[src/rtl/load_store_unit_pkg.sv]
// Shared LSU opcode encodings, access-size codes and opcode decode helpers.
// Combinational helpers only; no latency, no backpressure.
package load_store_unit_pkg;

    localparam int unsigned OP_W = 6;

    // Loads occupy codes up to OP_LHU; stores occupy codes from OP_SB upwards.
    localparam logic [OP_W-1:0] OP_LB  = 6'd1;
    localparam logic [OP_W-1:0] OP_LH  = 6'd2;
    localparam logic [OP_W-1:0] OP_LW  = 6'd3;
    localparam logic [OP_W-1:0] OP_LBU = 6'd4;
    localparam logic [OP_W-1:0] OP_LHU = 6'd5;
    localparam logic [OP_W-1:0] OP_SB  = 6'd6;
    localparam logic [OP_W-1:0] OP_SH  = 6'd7;
    localparam logic [OP_W-1:0] OP_SW  = 6'd8;

    localparam logic [2:0] SZ_B = 3'd1;
    localparam logic [2:0] SZ_H = 3'd2;
    localparam logic [2:0] SZ_W = 3'd4;

    function automatic logic is_store(input logic [OP_W-1:0] op);
        return op >= OP_SB;
    endfunction

    function automatic logic [2:0] op_size(input logic [OP_W-1:0] op);
        logic [2:0] sz;
        case (op)
            OP_LB, OP_LBU, OP_SB: sz = SZ_B;
            OP_LH, OP_LHU, OP_SH: sz = SZ_H;
            default:              sz = SZ_W;
        endcase
        return sz;
    endfunction

endpackage

[src/rtl/load_store_unit_if.sv]
// LSB issue, memory-controller and CDB broadcast signals of the LSU.
// Wiring only; slave is the LSU side, master is the surrounding pipeline/memctrl.
interface load_store_unit_if #(
    parameter int ROB_ID_W = 5,
    parameter int XLEN     = 32
);
    logic                en_signal_from_lsb;
    logic [5:0]          inst_name_from_lsb;
    logic [XLEN-1:0]     mem_addr_from_lsb;
    logic [XLEN-1:0]     store_value_from_lsb;
    logic [ROB_ID_W-1:0] rob_id_from_lsb;
    logic                busy_to_lsb;

    logic                en_to_memctrl;
    logic                wr_to_memctrl;
    logic [XLEN-1:0]     addr_to_memctrl;
    logic [2:0]          size_to_memctrl;
    logic [XLEN-1:0]     data_to_memctrl;
    logic                done_from_memctrl;
    logic [XLEN-1:0]     data_from_memctrl;

    logic                valid_to_cdb;
    logic [XLEN-1:0]     result_to_cdb;
    logic [ROB_ID_W-1:0] rob_id_to_cdb;

    modport slave (
        input  en_signal_from_lsb, inst_name_from_lsb, mem_addr_from_lsb,
               store_value_from_lsb, rob_id_from_lsb, done_from_memctrl, data_from_memctrl,
        output busy_to_lsb, en_to_memctrl, wr_to_memctrl, addr_to_memctrl, size_to_memctrl,
               data_to_memctrl, valid_to_cdb, result_to_cdb, rob_id_to_cdb
    );

    modport master (
        output en_signal_from_lsb, inst_name_from_lsb, mem_addr_from_lsb,
               store_value_from_lsb, rob_id_from_lsb, done_from_memctrl, data_from_memctrl,
        input  busy_to_lsb, en_to_memctrl, wr_to_memctrl, addr_to_memctrl, size_to_memctrl,
               data_to_memctrl, valid_to_cdb, result_to_cdb, rob_id_to_cdb
    );
endinterface

[src/rtl/load_store_unit_lsu_load_ext.sv]
// Sign/zero extension of right-aligned load data by opcode; purely combinational.
module lsu_load_ext
    import load_store_unit_pkg::*;
#(
    parameter int XLEN = 32
) (
    input  logic [OP_W-1:0] inst_name,
    input  logic [XLEN-1:0] raw_data,
    output logic [XLEN-1:0] ext_data
);
    always_comb begin
        ext_data = raw_data;
        case (inst_name)
            OP_LB:   ext_data = {{(XLEN-8){raw_data[7]}}, raw_data[7:0]};
            OP_LH:   ext_data = {{(XLEN-16){raw_data[15]}}, raw_data[15:0]};
            OP_LBU:  ext_data = {{(XLEN-8){1'b0}}, raw_data[7:0]};
            OP_LHU:  ext_data = {{(XLEN-16){1'b0}}, raw_data[15:0]};
            default: ext_data = raw_data;
        endcase
    end
endmodule

[src/rtl/load_store_unit.sv]
// One-deep load/store execution unit: issue -> memctrl request -> CDB pulse one cycle after done.
// Stalls the LSB via busy; `LSU_STAT_EN adds internal load/store/squash/wait-cycle counters.
module load_store_unit
    import load_store_unit_pkg::*;
#(
    parameter int ROB_ID_W = 5,
    parameter int XLEN     = 32
) (
    input  logic                   clk_in,
    input  logic                   rst_in,
    input  logic                   rdy_in,
    input  logic                   rollback_flag_from_rob,
    load_store_unit_if.slave       bus
);
    localparam logic [0:0] IDLE = 1'b0;
    localparam logic [0:0] WAIT = 1'b1;

    logic [0:0]          state_q, state_d;
    logic                en_q, en_d;
    logic                wr_q, wr_d;
    logic [XLEN-1:0]     addr_q, addr_d;
    logic [2:0]          size_q, size_d;
    logic [XLEN-1:0]     data_q, data_d;
    logic [OP_W-1:0]     inst_q, inst_d;
    logic [ROB_ID_W-1:0] rob_q, rob_d;
    logic                squash_q, squash_d;
    logic                valid_q, valid_d;
    logic [XLEN-1:0]     result_q, result_d;
    logic [ROB_ID_W-1:0] rob_cdb_q, rob_cdb_d;
    logic [XLEN-1:0]     ext_data;
    logic                issue_store;
    logic                issue_ok;

    lsu_load_ext #(.XLEN(XLEN)) u_load_ext (
        .inst_name (inst_q),
        .raw_data  (bus.data_from_memctrl),
        .ext_data  (ext_data)
    );

    // Stores are already committed by the RoB, so only loads are dropped on rollback.
    assign issue_store = is_store(bus.inst_name_from_lsb);
    assign issue_ok    = bus.en_signal_from_lsb && (issue_store || !rollback_flag_from_rob);

    always_comb begin
        state_d   = state_q;
        en_d      = en_q;
        wr_d      = wr_q;
        addr_d    = addr_q;
        size_d    = size_q;
        data_d    = data_q;
        inst_d    = inst_q;
        rob_d     = rob_q;
        squash_d  = squash_q;
        valid_d   = valid_q;
        result_d  = result_q;
        rob_cdb_d = rob_cdb_q;
        if (rdy_in) begin
            valid_d = 1'b0;
            case (state_q)
                IDLE: begin
                    if (issue_ok) begin
                        state_d  = WAIT;
                        en_d     = 1'b1;
                        wr_d     = issue_store;
                        addr_d   = bus.mem_addr_from_lsb;
                        size_d   = op_size(bus.inst_name_from_lsb);
                        data_d   = issue_store ? bus.store_value_from_lsb : '0;
                        inst_d   = bus.inst_name_from_lsb;
                        rob_d    = bus.rob_id_from_lsb;
                        squash_d = 1'b0;
                    end
                end
                default: begin
                    if (rollback_flag_from_rob && !wr_q) squash_d = 1'b1;
                    if (bus.done_from_memctrl) begin
                        state_d = IDLE;
                        en_d    = 1'b0;
                        if (!wr_q && !squash_q && !rollback_flag_from_rob) begin
                            valid_d   = 1'b1;
                            result_d  = ext_data;
                            rob_cdb_d = rob_q;
                        end
                    end
                end
            endcase
        end
    end

    always_ff @(posedge clk_in) begin
        if (rst_in) begin
            state_q   <= IDLE;
            en_q      <= 1'b0;
            wr_q      <= 1'b0;
            addr_q    <= '0;
            size_q    <= '0;
            data_q    <= '0;
            inst_q    <= '0;
            rob_q     <= '0;
            squash_q  <= 1'b0;
            valid_q   <= 1'b0;
            result_q  <= '0;
            rob_cdb_q <= '0;
        end else begin
            state_q   <= state_d;
            en_q      <= en_d;
            wr_q      <= wr_d;
            addr_q    <= addr_d;
            size_q    <= size_d;
            data_q    <= data_d;
            inst_q    <= inst_d;
            rob_q     <= rob_d;
            squash_q  <= squash_d;
            valid_q   <= valid_d;
            result_q  <= result_d;
            rob_cdb_q <= rob_cdb_d;
        end
    end

    assign bus.busy_to_lsb     = (state_q != IDLE) || bus.en_signal_from_lsb;
    assign bus.en_to_memctrl   = en_q;
    assign bus.wr_to_memctrl   = wr_q;
    assign bus.addr_to_memctrl = addr_q;
    assign bus.size_to_memctrl = size_q;
    assign bus.data_to_memctrl = data_q;
    assign bus.valid_to_cdb    = valid_q;
    assign bus.result_to_cdb   = result_q;
    assign bus.rob_id_to_cdb   = rob_cdb_q;

    a_no_strobe_when_busy: assert property (@(posedge clk_in) disable iff (rst_in)
        !(rdy_in && bus.en_signal_from_lsb && state_q != IDLE));

`ifdef LSU_STAT_EN
    logic [31:0] load_cnt_q, load_cnt_d;
    logic [31:0] store_cnt_q, store_cnt_d;
    logic [31:0] squash_cnt_q, squash_cnt_d;
    logic [31:0] wait_cycle_cnt_q, wait_cycle_cnt_d;

    // A squash is counted once: either dropped at issue or first flagged while waiting.
    always_comb begin
        load_cnt_d       = load_cnt_q;
        store_cnt_d      = store_cnt_q;
        squash_cnt_d     = squash_cnt_q;
        wait_cycle_cnt_d = wait_cycle_cnt_q;
        if (rdy_in) begin
            if (state_q == IDLE && issue_ok && !issue_store) load_cnt_d = load_cnt_q + 32'd1;
            if (state_q == IDLE && issue_ok && issue_store)  store_cnt_d = store_cnt_q + 32'd1;
            if ((state_q == IDLE && bus.en_signal_from_lsb && !issue_ok) ||
                (state_q == WAIT && squash_d && !squash_q))
                squash_cnt_d = squash_cnt_q + 32'd1;
            if (state_q == WAIT) wait_cycle_cnt_d = wait_cycle_cnt_q + 32'd1;
        end
    end

    always_ff @(posedge clk_in) begin
        if (rst_in) begin
            load_cnt_q       <= '0;
            store_cnt_q      <= '0;
            squash_cnt_q     <= '0;
            wait_cycle_cnt_q <= '0;
        end else begin
            load_cnt_q       <= load_cnt_d;
            store_cnt_q      <= store_cnt_d;
            squash_cnt_q     <= squash_cnt_d;
            wait_cycle_cnt_q <= wait_cycle_cnt_d;
        end
    end
`endif

endmodule

[src/flat_wrapper.sv]
// flat-port wrapper written by rule: the top's interface ports become plain ports
module load_store_unit_flat import load_store_unit_pkg::*;
#(
    parameter int ROB_ID_W = 5,
    parameter int XLEN     = 32
)
  (clk_in, rst_in, rdy_in, rollback_flag_from_rob, bus_en_signal_from_lsb, bus_inst_name_from_lsb, bus_mem_addr_from_lsb, bus_store_value_from_lsb, bus_rob_id_from_lsb, bus_done_from_memctrl, bus_data_from_memctrl, bus_busy_to_lsb, bus_en_to_memctrl, bus_wr_to_memctrl, bus_addr_to_memctrl, bus_size_to_memctrl, bus_data_to_memctrl, bus_valid_to_cdb, bus_result_to_cdb, bus_rob_id_to_cdb);
  load_store_unit_if #(.ROB_ID_W(ROB_ID_W), .XLEN(XLEN)) bus_i ();
  input  logic clk_in;
  input  logic rst_in;
  input  logic rdy_in;
  input  logic rollback_flag_from_rob;
  input wire logic [$bits(bus_i.en_signal_from_lsb)-1:0] bus_en_signal_from_lsb;
  input wire logic [$bits(bus_i.inst_name_from_lsb)-1:0] bus_inst_name_from_lsb;
  input wire logic [$bits(bus_i.mem_addr_from_lsb)-1:0] bus_mem_addr_from_lsb;
  input wire logic [$bits(bus_i.store_value_from_lsb)-1:0] bus_store_value_from_lsb;
  input wire logic [$bits(bus_i.rob_id_from_lsb)-1:0] bus_rob_id_from_lsb;
  input wire logic [$bits(bus_i.done_from_memctrl)-1:0] bus_done_from_memctrl;
  input wire logic [$bits(bus_i.data_from_memctrl)-1:0] bus_data_from_memctrl;
  output wire logic [$bits(bus_i.busy_to_lsb)-1:0] bus_busy_to_lsb;
  output wire logic [$bits(bus_i.en_to_memctrl)-1:0] bus_en_to_memctrl;
  output wire logic [$bits(bus_i.wr_to_memctrl)-1:0] bus_wr_to_memctrl;
  output wire logic [$bits(bus_i.addr_to_memctrl)-1:0] bus_addr_to_memctrl;
  output wire logic [$bits(bus_i.size_to_memctrl)-1:0] bus_size_to_memctrl;
  output wire logic [$bits(bus_i.data_to_memctrl)-1:0] bus_data_to_memctrl;
  output wire logic [$bits(bus_i.valid_to_cdb)-1:0] bus_valid_to_cdb;
  output wire logic [$bits(bus_i.result_to_cdb)-1:0] bus_result_to_cdb;
  output wire logic [$bits(bus_i.rob_id_to_cdb)-1:0] bus_rob_id_to_cdb;
  assign bus_i.en_signal_from_lsb = bus_en_signal_from_lsb;
  assign bus_i.inst_name_from_lsb = bus_inst_name_from_lsb;
  assign bus_i.mem_addr_from_lsb = bus_mem_addr_from_lsb;
  assign bus_i.store_value_from_lsb = bus_store_value_from_lsb;
  assign bus_i.rob_id_from_lsb = bus_rob_id_from_lsb;
  assign bus_i.done_from_memctrl = bus_done_from_memctrl;
  assign bus_i.data_from_memctrl = bus_data_from_memctrl;
  assign bus_busy_to_lsb = bus_i.busy_to_lsb;
  assign bus_en_to_memctrl = bus_i.en_to_memctrl;
  assign bus_wr_to_memctrl = bus_i.wr_to_memctrl;
  assign bus_addr_to_memctrl = bus_i.addr_to_memctrl;
  assign bus_size_to_memctrl = bus_i.size_to_memctrl;
  assign bus_data_to_memctrl = bus_i.data_to_memctrl;
  assign bus_valid_to_cdb = bus_i.valid_to_cdb;
  assign bus_result_to_cdb = bus_i.result_to_cdb;
  assign bus_rob_id_to_cdb = bus_i.rob_id_to_cdb;
  load_store_unit #(.ROB_ID_W(ROB_ID_W), .XLEN(XLEN)) u_core (.clk_in(clk_in), .rst_in(rst_in), .rdy_in(rdy_in), .rollback_flag_from_rob(rollback_flag_from_rob), .bus(bus_i));
endmodule
[config.mk]
export PLATFORM = sky130hd
export DESIGN_NAME = load_store_unit_flat
export DESIGN_NICKNAME = d
export VERILOG_FILES = /design/src/rtl/load_store_unit_pkg.sv /design/src/rtl/load_store_unit_if.sv /design/src/rtl/load_store_unit_lsu_load_ext.sv /design/src/rtl/load_store_unit.sv /design/src/flat_wrapper.sv
export SDC_FILE = /design/constraint.sdc
export NUM_CORES = 1
export LEC_CHECK = 0
export BUFFER_PORTS_ARGS = -buffer_cell sky130_fd_sc_hd__buf_2
export CORE_ASPECT_RATIO = 1.4
export CORE_UTILIZATION = 35
export DETAILED_ROUTE_END_ITERATION = 16
export PLACE_DENSITY = 0.73
export SYNTH_ARGS = -nofsm -noshare
export SYNTH_HDL_FRONTEND = slang
export SYNTH_SLANG_ARGS = --single-unit
[constraint.sdc]
create_clock -name clk_in -period 3.1 [get_ports clk_in]
set_input_delay 0.62 -clock clk_in [delete_from_list [all_inputs] [get_ports clk_in]]
set_output_delay 0.62 -clock clk_in [all_outputs]
set_load 0.05 [all_outputs]
* Word level (Yosys, flattened, before mapping)
Index checks and enable logic that the tools add are counted.
Storage, ports and cells: register bits 120, bits in latches 0, memory bits (writable) 0, memory bits (read-only) 0, input port bits 113, word-level logic and storage cells 57, memories kept 0
Cells by class: add/subtract/negate cells 0, multipliers 0, divide/modulo/power cells 0, magnitude comparators 1, equal/unequal tests 12, shifts and indexed selects 0, muxes and demuxes 15, bitwise gates (word level) 1, reductions and logical operators 16
Operator list (number):
- one-hot mux 32 bit (4 select lines) | 1
- == test 6 x 3 -> 1 bit (second input constant) | 6
- two-way mux 32 bit | 1
- == test 6 x 1 -> 1 bit (second input constant) | 2
- == test 6 x 2 -> 1 bit (second input constant) | 2
- two-way mux 1 bit | 12
- AND reduction 3 bit | 3
- >= comparator 6 x 3 -> 1 bit (second input constant) | 1
- one-hot mux 3 bit (2 select lines) | 1
- OR reduction 3 bit | 2
- logical AND 1 bit | 4
- != test 2 bit (second input constant) | 2
- AND reduction 4 bit | 1
- logical NOT 1 bit | 3
- logical OR 1 bit | 2
- nonzero test 2 bit | 1
- inverter 1 bit | 1

* Depth between registers and ports, before layout
word-level depth 6, depth in mapped cells 6, gate-level depth less buffers 4

* Modules after synthesis
A second synthesis with hierarchy kept.
Unflattened totals: cells, all modules 602, area total of the unflattened synthesis 5273.8 sq um
By module, submodules not included:
- load_store_unit | instances 1, cells each 546, area an instance 4843.4 sq um, seq. area each 2402.3 sq um
- lsu_load_ext | instances 1, cells each 56, area an instance 430.4 sq um, seq. area each 0.0 sq um

* Worst setup path after synthesis
No wires, ideal clock.
path type in2reg, start point input port bus_done_from_memctrl, end point register u_core.result_q[22] (netlist: u_core.bus.result_to_cdb[22]), library setup time 0.134 ns, data arrival time 1.691 ns, path slack 1.275 ns, stages on the path 6, cell sequence nand3_2 or4_1 clkbuf_2 a21oi_4 buf_6 a211oi_1
Between the ends: cells in the longest elaborated chain, start to end 1
Ends and longest elaborated chain:
- start: declaration | line flat_wrapper.sv:18 | input wire logic [$bits(bus_i.done_from_memctrl)-1:0] bus_done_from_memctrl;
- AND reduction 4 bit (no source line)
- end signal: assignment | line load_store_unit.sv:114 | result_q <= result_d;
- end: declaration | line load_store_unit.sv:28 | logic [XLEN-1:0] result_q, result_d;
Every way passes these cells. A chain may end at the register's enable or synchronous reset.

* Worst setup path in the final report
start point register u_core.state_q, end point register u_core.result_q[31] (netlist: u_core.bus.result_to_cdb[31])
Between the ends: cells in the longest elaborated chain, start to end 1
Ends and longest elaborated chain:
- start: declaration | line load_store_unit.sv:18 | logic [0:0] state_q, state_d;
- start signal: assignment | line load_store_unit.sv:104 | state_q <= state_d;
- AND reduction 4 bit (no source line)
Every way passes these cells.

==> impl_metrics.env <==
export IMPL_outcome="finished, final reports clean"
export IMPL_gp_congestion=0.7923
export IMPL_p_leak_uw=0.002824
export IMPL_antenna_found_initial=0
export IMPL_syn_area_mm2=0.004257
export IMPL_yosysUniqueCellTypes=30
export IMPL_fin_crit_ns=2.070
export IMPL_critPathMaxFanout=16
export IMPL_ys_warnings_count=0
export IMPL_cp_top_family="simple AND/OR/NAND/NOR gates"
export IMPL_post_cts_setup_buffer_count=0
export IMPL_finalCritPeriodShare=0.6676
export IMPL_synth_seq_area_share=0.5644
export IMPL_finalWirelength_mm=12.04
export IMPL_vias=4124
export IMPL_rows=47
export IMPL_cts_hold_buf=0
export IMPL_placed_area_mm2=0.005480
export IMPL_drt_iter0_drc=138
export IMPL_crit_chain="nand3_2, or4_1, a21oi_4, a211oi_1"
export IMPL_arrival_ns=2.32
export IMPL_layout_drive_gt1_share=0.3798
export IMPL_syn_num_nets=590
export IMPL_yosysMostFrequentCell="nand2_1"
export IMPL_insertion_delay_ns=0.39
export IMPL_synth_edf_count=0
export IMPL_antenna_left=0
export IMPL_finalHoldViolations=0
export IMPL_synthTopCellsByArea="dfxtp_1 (56%), nand2_1 (13%), a21oi_1 (7.4%)"
export IMPL_route_detailed_wl_per_inst_um=14.17
export IMPL_area_growth_pct=43.15
export IMPL_fin_skew_ns=0.006107
export IMPL_design_area_mm2=0.006093
export IMPL_cp_end_kind="flop"
export IMPL_cts_sinks=120
export IMPL_synth_seq_cells=120
export IMPL_final_cells=850
export IMPL_start_kind="flop"
export IMPL_critPathKind="flop to flop"
export IMPL_clockRootBuffer="clkbuf_16"
export IMPL_cts_made_buffers=17
export IMPL_slew_headroom=0.5808
export IMPL_min_path_type="input pin to flop"
export IMPL_dieHeight_um=132.5
export IMPL_dp_hpwl_mm=8.699
export IMPL_worst_slew_pin_slew_ns=0.6288
export IMPL_synth_top_area_share=0.5644
export IMPL_fin_nets=804
export IMPL_finalSetupTns_ns=0
export IMPL_core_area_mm2=0.01182
export IMPL_fmax_ghz=0.4832
export IMPL_setup_viol=0
export IMPL_cts_tree="built"
export IMPL_htreeDepth=4
export IMPL_max_stage_delay_ns=0.74
export IMPL_synth_commonest_cells="nand2_1 (143), dfxtp_1 (120), a21oi_1 (63), a22o_1 (32), nor2_1 (29)"
export IMPL_grt_max_degree=47
export IMPL_grt_setup_unrepaired="no"
export IMPL_max_cap_violations=0
export IMPL_power_uw=4161
export IMPL_dp_cells=819
export IMPL_diodes=0
export IMPL_grt_ovfl_total=0
export IMPL_cp_num_buf_inv=0
export IMPL_die_width_um=95.21
export IMPL_grt_pass1_wl_mm=18.59
export IMPL_grt_use_total=0.1895
export IMPL_syn_avg_cell_area_um2=8.924
export IMPL_syn_inst=477
export IMPL_io_pins=221
export IMPL_ys_async_sr_fraction=0
export IMPL_worst_ep_required_time_ns=3.35
export IMPL_drcViolationCount=0
export IMPL_routed_via_density=4.852
export IMPL_io_buffers=220
export IMPL_synth_ff_type="dfxtp_1"
export IMPL_path_clk_slew_ns=0.05
export IMPL_crit_slowest_cell="or4_1"
export IMPL_post_route_util=0.5155
export IMPL_start_util=0.3601
export IMPL_cts_resized=0
export IMPL_first_pass_iters=6
export IMPL_ctsLongestPathBuffers=2
export IMPL_die_area_mm2=0.01261
export IMPL_netlist_top_cell_by_area="dfxtp_1"
export IMPL_grt_pass1_vias=4000
export IMPL_power_density_mw_per_mm2=682.9
export IMPL_maxSlewViolCount=0
export IMPL_irDropWorstVdd_v=0.0003528
## path summary, 6_finish.rpt
check,startpoint,end,slack [ns],cells past startpoint
max,u_core.state_q$_SDFFE_PP0P_,u_core.bus.result_to_cdb[31]$_SDFFE_PP0P_,1.03,4
min,bus_store_value_from_lsb[21],u_core.bus.data_to_memctrl[21]$_SDFFE_PP0P_,0.44,2
max reg2reg,u_core.state_q$_SDFFE_PP0P_,u_core.bus.result_to_cdb[31]$_SDFFE_PP0P_,1.03,4
min reg2reg,u_core.bus.addr_to_memctrl[7]$_SDFFE_PP0P_,u_core.bus.addr_to_memctrl[7]$_SDFFE_PP0P_,0.45,2
## kinds of logic after synthesis
family	share of synthesized area
and+or+nand+nor	0.1852
xor gates and xnor gates	0.004116
AOI/OAI and AO/OA	0.2072
DFF	0.5644
buffers and inverters	0.03645
muxes	0.002645
## state kept, by name, indices dropped and copies added (netlist names)
register / cells
u_core.bus.addr_to_memctrl: 32
u_core.bus.data_to_memctrl: 32
u_core.bus.result_to_cdb: 32
u_core.inst_q: 6
u_core.bus.rob_id_to_cdb: 5
u_core.rob_q: 5
u_core.bus.size_to_memctrl: 3
u_core.bus.en_to_memctrl: 1
u_core.bus.valid_to_cdb: 1
u_core.bus.wr_to_memctrl: 1
u_core.squash_q: 1
u_core.state_q: 1
## per-layer routing
layer / global-route usage / vias up / wire length (um)
met4: 0.05976 / 0 / 133
met5: 0 / - / 0
li1: - / 2054 / -
met2: 0.3429 / 175 / 6161
met3: 0.05977 / 11 / 953
met1: 0.2037 / 1884 / 4795
## cell type report
| class | instances | area, um^2 |
|---|---|---|
| Clock buffer | 23 | 467.9 |
| Clock inverter | 8 | 145.1 |
| Fill cell | 1108 | 5727 |
| Inverter | 1 | 3.754 |
| Multi-Input combinational cell | 323 | 1717 |
| Sequential cell | 120 | 2402 |
| Tap cell | 147 | 183.9 |
| Timing Repair Buffer | 228 | 1174 |
## layout by cell type (no fill, tap or decap), types with 4 or more instances in the layout
cell type / count
clkbuf_16: 17
bufinv_16: 4
clkbuf_1: 4
a211oi_1: 24
nand3_1: 4
nor3_1: 4
a22o_1: 32
nor2_1: 29
nand2_1: 143
a21oi_1: 62
buf_2: 220
o21ai_0: 4
buf_4: 7
dfxtp_1: 120
## stage by stage
| step | setup WS (ns) | hold slack [ns] |
|---|---|---|
| floorplan | 1.275 | 0.4322 |
| finish | 1.030 | 0.4421 |
| global placement | 0.7299 | 0.4392 |
| detailed placement | 0.6436 | 0.4463 |
| global route | 0.8739 | 0.4200 |
| CTS | 1.031 | 0.4237 |
## report_power, final
part	internal (uW)	switching [uW]	total, uW
Sequential	1600	34.2	1640
Combinational	149	345	493
Clock	1380	650	2030
## worst reg2reg max path, stage by stage (launching register included)
cell	delay [ns]
dfxtp_1	0.40
nand3_2	0.14
or4_1	0.74
a21oi_4	0.49
a211oi_1	0.16
(Power assumes the default switching activity.)
